**config.mk**
```make
export PLATFORM = sky130hd
export DESIGN_NAME = ps2_message_assembler
export DESIGN_NICKNAME = d
export VERILOG_FILES = /design/src/rtl/ps2_message_assembler.sv
export SDC_FILE = /design/constraint.sdc
export NUM_CORES = 1
export LEC_CHECK = 0
export CAP_MARGIN = 25
export CORE_UTILIZATION = 40
export CTS_CLUSTER_DIAMETER = 60
export DETAILED_ROUTE_END_ITERATION = 6
export PLACE_DENSITY_LB_ADDON = 0.2
export SLEW_MARGIN = 20
export SYNTH_ARGS = -nofsm -noshare
export SYNTH_HDL_FRONTEND = slang
export SYNTH_SLANG_ARGS = --single-unit
```
**constraint.sdc**
```tcl
create_clock -name clock -period 8.4 [get_ports clock]
set_clock_uncertainty 0.05 [all_clocks]
set_input_delay 2.1 -clock clock [delete_from_list [all_inputs] [get_ports clock]]
set_output_delay 2.1 -clock clock [all_outputs]
set_load 0.01 [all_outputs]
```
**src/rtl/ps2_message_assembler.sv**
```systemverilog
// Collects ASCII chars from key2ascii into a fixed-length message; Enter hands it to gpio_protocol.
// Latency: 1 cycle from char_valid to message_out/char_count. Backpressure: chars are dropped while a message is in flight.
module ps2_message_assembler #(
    parameter int         MSG_BYTES  = 16,
    parameter logic [7:0] CHAR_BS    = 8'h08,
    parameter logic [7:0] CHAR_ENTER = 8'h0D,
    parameter logic [7:0] PAD_CHAR   = 8'h00
) (
    input  logic                               clock,
    input  logic                               resetn,
    input  logic                               char_valid,
    input  logic [7:0]                         char_in,
    input  logic                               send_done,
    output logic [8*MSG_BYTES-1:0]             message_out,
    output logic                               data_ready,
    output logic [$clog2(MSG_BYTES+1)-1:0]     char_count,
    output logic                               buf_full,
    output logic                               overflow
);

    localparam int            CW       = $clog2(MSG_BYTES + 1);
    localparam logic [CW-1:0] FULL_CNT = CW'(MSG_BYTES);
    localparam logic [CW-1:0] ONE      = CW'(1);

    typedef enum logic {EDIT, SEND} state_t;

    state_t     state;
    logic [7:0] msg_q [MSG_BYTES];
    logic       send_done_q;
    logic       printable;
    logic       done_rise;

    assign printable = (char_in >= 8'h20) && (char_in <= 8'h7E);
    assign done_rise = send_done & ~send_done_q;
    assign buf_full  = (char_count == FULL_CNT);

    // Byte 0 lands in the MSBs so the link shifts the first typed char out first.
    for (genvar g = 0; g < MSG_BYTES; g++) begin : g_pack
        assign message_out[8*(MSG_BYTES-g)-1 -: 8] = msg_q[g];
    end

    always_ff @(posedge clock) begin
        if (!resetn) begin
            state       <= EDIT;
            char_count  <= '0;
            data_ready  <= 1'b0;
            overflow    <= 1'b0;
            send_done_q <= 1'b0;
            for (int i = 0; i < MSG_BYTES; i++) msg_q[i] <= PAD_CHAR;
        end else begin
            send_done_q <= send_done;
            if (state == EDIT) begin
                if (char_valid) begin
                    if (printable) begin
                        if (buf_full) begin
                            overflow <= 1'b1;
                        end else begin
                            for (int i = 0; i < MSG_BYTES; i++)
                                if (i == int'(char_count)) msg_q[i] <= char_in;
                            char_count <= char_count + ONE;
                        end
                    end else if (char_in == CHAR_BS) begin
                        if (char_count != '0) begin
                            for (int i = 0; i < MSG_BYTES; i++)
                                if (i + 1 == int'(char_count)) msg_q[i] <= PAD_CHAR;
                            char_count <= char_count - ONE;
                        end
                    end else if (char_in == CHAR_ENTER) begin
                        if (char_count != '0) begin
                            state      <= SEND;
                            data_ready <= 1'b1;
                        end
                    end
                end
            end else begin
                // Only a fresh rising edge completes; a level already high on entry is ignored.
                if (done_rise) begin
                    state      <= EDIT;
                    data_ready <= 1'b0;
                    char_count <= '0;
                    overflow   <= 1'b0;
                    for (int i = 0; i < MSG_BYTES; i++) msg_q[i] <= PAD_CHAR;
                end
            end
        end
    end

endmodule

```
==> reports/results.ini <==
[die]
die-area_um2 = 14370
dieHeight_um = 119.9
pin_count = 148
core_area_um2 = 13400
die_x_um = 119.9
rows = 42
start_util = 0.4148

[synth]
synth_cells = 461
synthDistinctLibCells = 60
seq_area_frac_synth = 0.6087
synth_ff_type = dfxtp_1
synth_edf_count = 64
avgSynthCellArea_um2 = 12.06
syn_area_um2 = 5558
async_reset_ff_frac = 0
ys.warnings.count = 0
synth-seq-cells = 137

[worst_setup_path]
crit_chain = clkdlybuf4s50_1 > o21ba_2 > o21a_2 > clkinv_1 > fa_1 > a21o_1 > a21oi_1 > xnor2_1 > and3_1 > a211o_1
crit_path_max_fanout = 19
worst_path_max_delay_cell = clkdlybuf4s50_1
startpoint_type = input pin
regToRegStartpoint = char_count[4]
critical_path.endpoint_type = flip-flop
critical_path_required_ns = 8.65
crit_path_start = char_in[5]
crit_arrival_ns = 5.57
reg2reg_to = msg_q[0][34]
reg2reg_setup_slack_ns = 5.65
r2r_cells = 4
crit_type = input pin to flip-flop
slowest_delay_ns = 1.00

[clocking]
cts_resized = 0
insertion_delay_ns = 0.41
tritoncts = done
numCtsBuffers = 17
clk_pin_slew_ns = 0.06
cts_hold_buf = 0
htree_levels = 4
clk_path_buf_depth = 2
post_cts_buffers = 0
cts_root_buffer = clkbuf_16
cts_sinks = 137

[global_routing]
grt_antenna_before_repair = 0
grt_pass1_wl_um = 21050
grt_pass1_vias = 3909
grt_use_total = 0.1943
grt_max_degree = 20
gr-total-overflow = 0

[sta]
finalCritPeriodShare = 0.6340
hold_viol = 0
fmax_mhz = 187.8
drv_slew = 0
slew_headroom = 0.3767
grt_setup_unrepaired = false
tightest_slew_ns = 0.9278
setup_tns_ns = 0
setup_viol = 0
period_minus_slack_ns = 5.326

[drt]
drtAntennaViolNets = 0
drtPass1Iterations = 5
vias = 4030
drt-total-wl_um = 13470
wl_per_cell_um = 16.80
route.detailed.drc = 0
viasPerCell = 5.025
dr.first_iter.drc_count = 214

[min_path]
min_from = msg_q[1][39]
worstHoldEndpoint = msg_q[1][39]
hold_class = flip-flop to flip-flop
hold_depth = 2

[final_layout]
diodes = 0
nets = 629
drive_above_1_share = 0.09265
utilization = 0.5738
num-fill-cells = 1153
area_growth_pct = 38.34

[job]
maxCapViolations = 0

[placement]
place_congestion = 0.8907
port_buffers = 147
hpwl_um = 9223

[power]
p_leak_nw = 3.174
p_per_area_nw_per_um2 = 201.4
ir_worst_vdd_uv = 125.5

[run_status]
status = finished clean

==> cells in the final DEF, fill, tap and decap left out, drive strengths merged, types with 4 or more instances in the layout <==
| master | count |
|---|---|
| o21ai | 5 |
| dfxtp | 73 |
| clkdlybuf4s50 | 147 |
| a22oi | 7 |
| conb | 8 |
| nor3 | 6 |
| and2 | 56 |
| a211o | 4 |
| nand3 | 5 |
| nor2 | 77 |
| inv | 8 |
| clkbuf | 18 |
| clkinv | 8 |
| mux2i | 49 |
| a21oi | 4 |
| edfxtp | 64 |
| nand4 | 5 |
| nand2 | 23 |
==> report_power, final <==
part	leakage (nW)	internal [mW]	total (mW)	switching, mW
combinational	1.65	0.0500	0.113	0.0635
clock	0.282	0.424	0.708	0.284
sequential	1.25	0.715	0.727	0.0115
total	3.17	1.19	1.55	0.359
==> state kept, by name, indices dropped and copies added, names as in the netlist <==
register	cells
send_done_q	1
state	1
char_count	5
overflow	1
data_ready	1
msg_q	128
==> cell families (layout without fill, tap and decap cells) <==
kind of cell             Yosys count  in the layout  synth area share
buffers and inverters             29            187           0.03669
XOR/XNOR                           3              3          0.004728
flip-flops                       137            137            0.6087
multiplexers                      50             50           0.09027
other                              1              8         0.0006747
AND/OR/NAND/NOR                  196            196            0.1857
AO/OA/AOI/OAI                     41             41           0.06281
adder cells (fa/ha/maj)            4              4           0.01036
==> stage by stage <==
step | total power [mW] | worst slack [ns] | std cells | hold slack (ns) | instance area (um2)
after global placement | 0.8504 | 2.873 | 769 | 0.3714 | 7106
after floorplan | 0.8009 | 3.929 | 468 | 0.4041 | 5584
after detailed placement | 0.8534 | 2.647 | 769 | 0.3720 | 7106
after CTS | 1.560 | 3.069 | 801 | 0.3886 | 7674
final | 1.548 | 3.074 | 802 | 0.3857 | 7689
after global routing | 1.600 | 2.772 | 802 | 0.3989 | 7689
==> area by class of cell <==
class,count,area (um2),area share
clock inverter,14,117.6,0.01530
timing repair buffer,150,1494,0.1943
multi-input combinational,302,2004,0.2607
clock buffer,18,450.4,0.05858
inverter,5,18.77,0.002441
tap,176,220.2,0.02864
sequential,137,3383,0.4400
==> worst max-delay path, delay by kind of cell <==
family,cells,cell delay [ns]
XOR/XNOR,1,0.11
AO/OA/AOI/OAI,5,1.27
buffers and inverters,2,1.38
adder cells (fa/ha/maj),1,0.52
AND/OR/NAND/NOR,1,0.19
==> worst max path at each step <==
stage | to | slack (ns) | cells after the start
after floorplan | msg_q[0][0] | 3.93 | 6
after global placement | char_count[4] | 2.87 | 10
after detailed placement | msg_q[0][39] | 2.65 | 6
after CTS | msg_q[0][34] | 3.07 | 6
after global routing | msg_q[0][34] | 2.77 | 6
final | char_count[4] | 3.07 | 10
==> synthesized netlist by cell type (3+ instances only) <==
| library cell | instances | area share |
|---|---|---|
| o21ai_2 | 4 | 0.0063 |
| and2_1 | 56 | 0.063 |
| a21oi_1 | 4 | 0.0036 |
| edfxtp_1 | 64 | 0.35 |
| inv_1 | 4 | 0.0027 |
| buf_6 | 4 | 0.0081 |
| buf_4 | 6 | 0.0081 |
| ha_1 | 3 | 0.0068 |
| clkbuf_1 | 8 | 0.0054 |
| nor2_1 | 76 | 0.051 |
| a31oi_1 | 3 | 0.0034 |
| mux2i_1 | 49 | 0.088 |
| a22oi_1 | 7 | 0.0095 |
| nor2b_1 | 3 | 0.0034 |
| dfxtp_1 | 73 | 0.26 |
| a22o_1 | 3 | 0.0047 |
| nor3_1 | 6 | 0.0054 |
| nand4_1 | 4 | 0.0045 |
| nand2b_1 | 3 | 0.0034 |
| clkbuf_8 | 4 | 0.0099 |
| and3_1 | 3 | 0.0034 |
| nand2_1 | 21 | 0.014 |
| nand3_1 | 4 | 0.0036 |
| nor3b_1 | 3 | 0.0041 |
==> metal layers <==
metal	vias up	GRT usage	wire length, um
li1	1912	-	-
met1	1901	0.2498	5984
met2	188	0.2926	6087
met3	29	0.06797	1108
met4	0	0.08984	289
met5	-	0	0
Note: power is estimated with default switching activity, not from simulation.
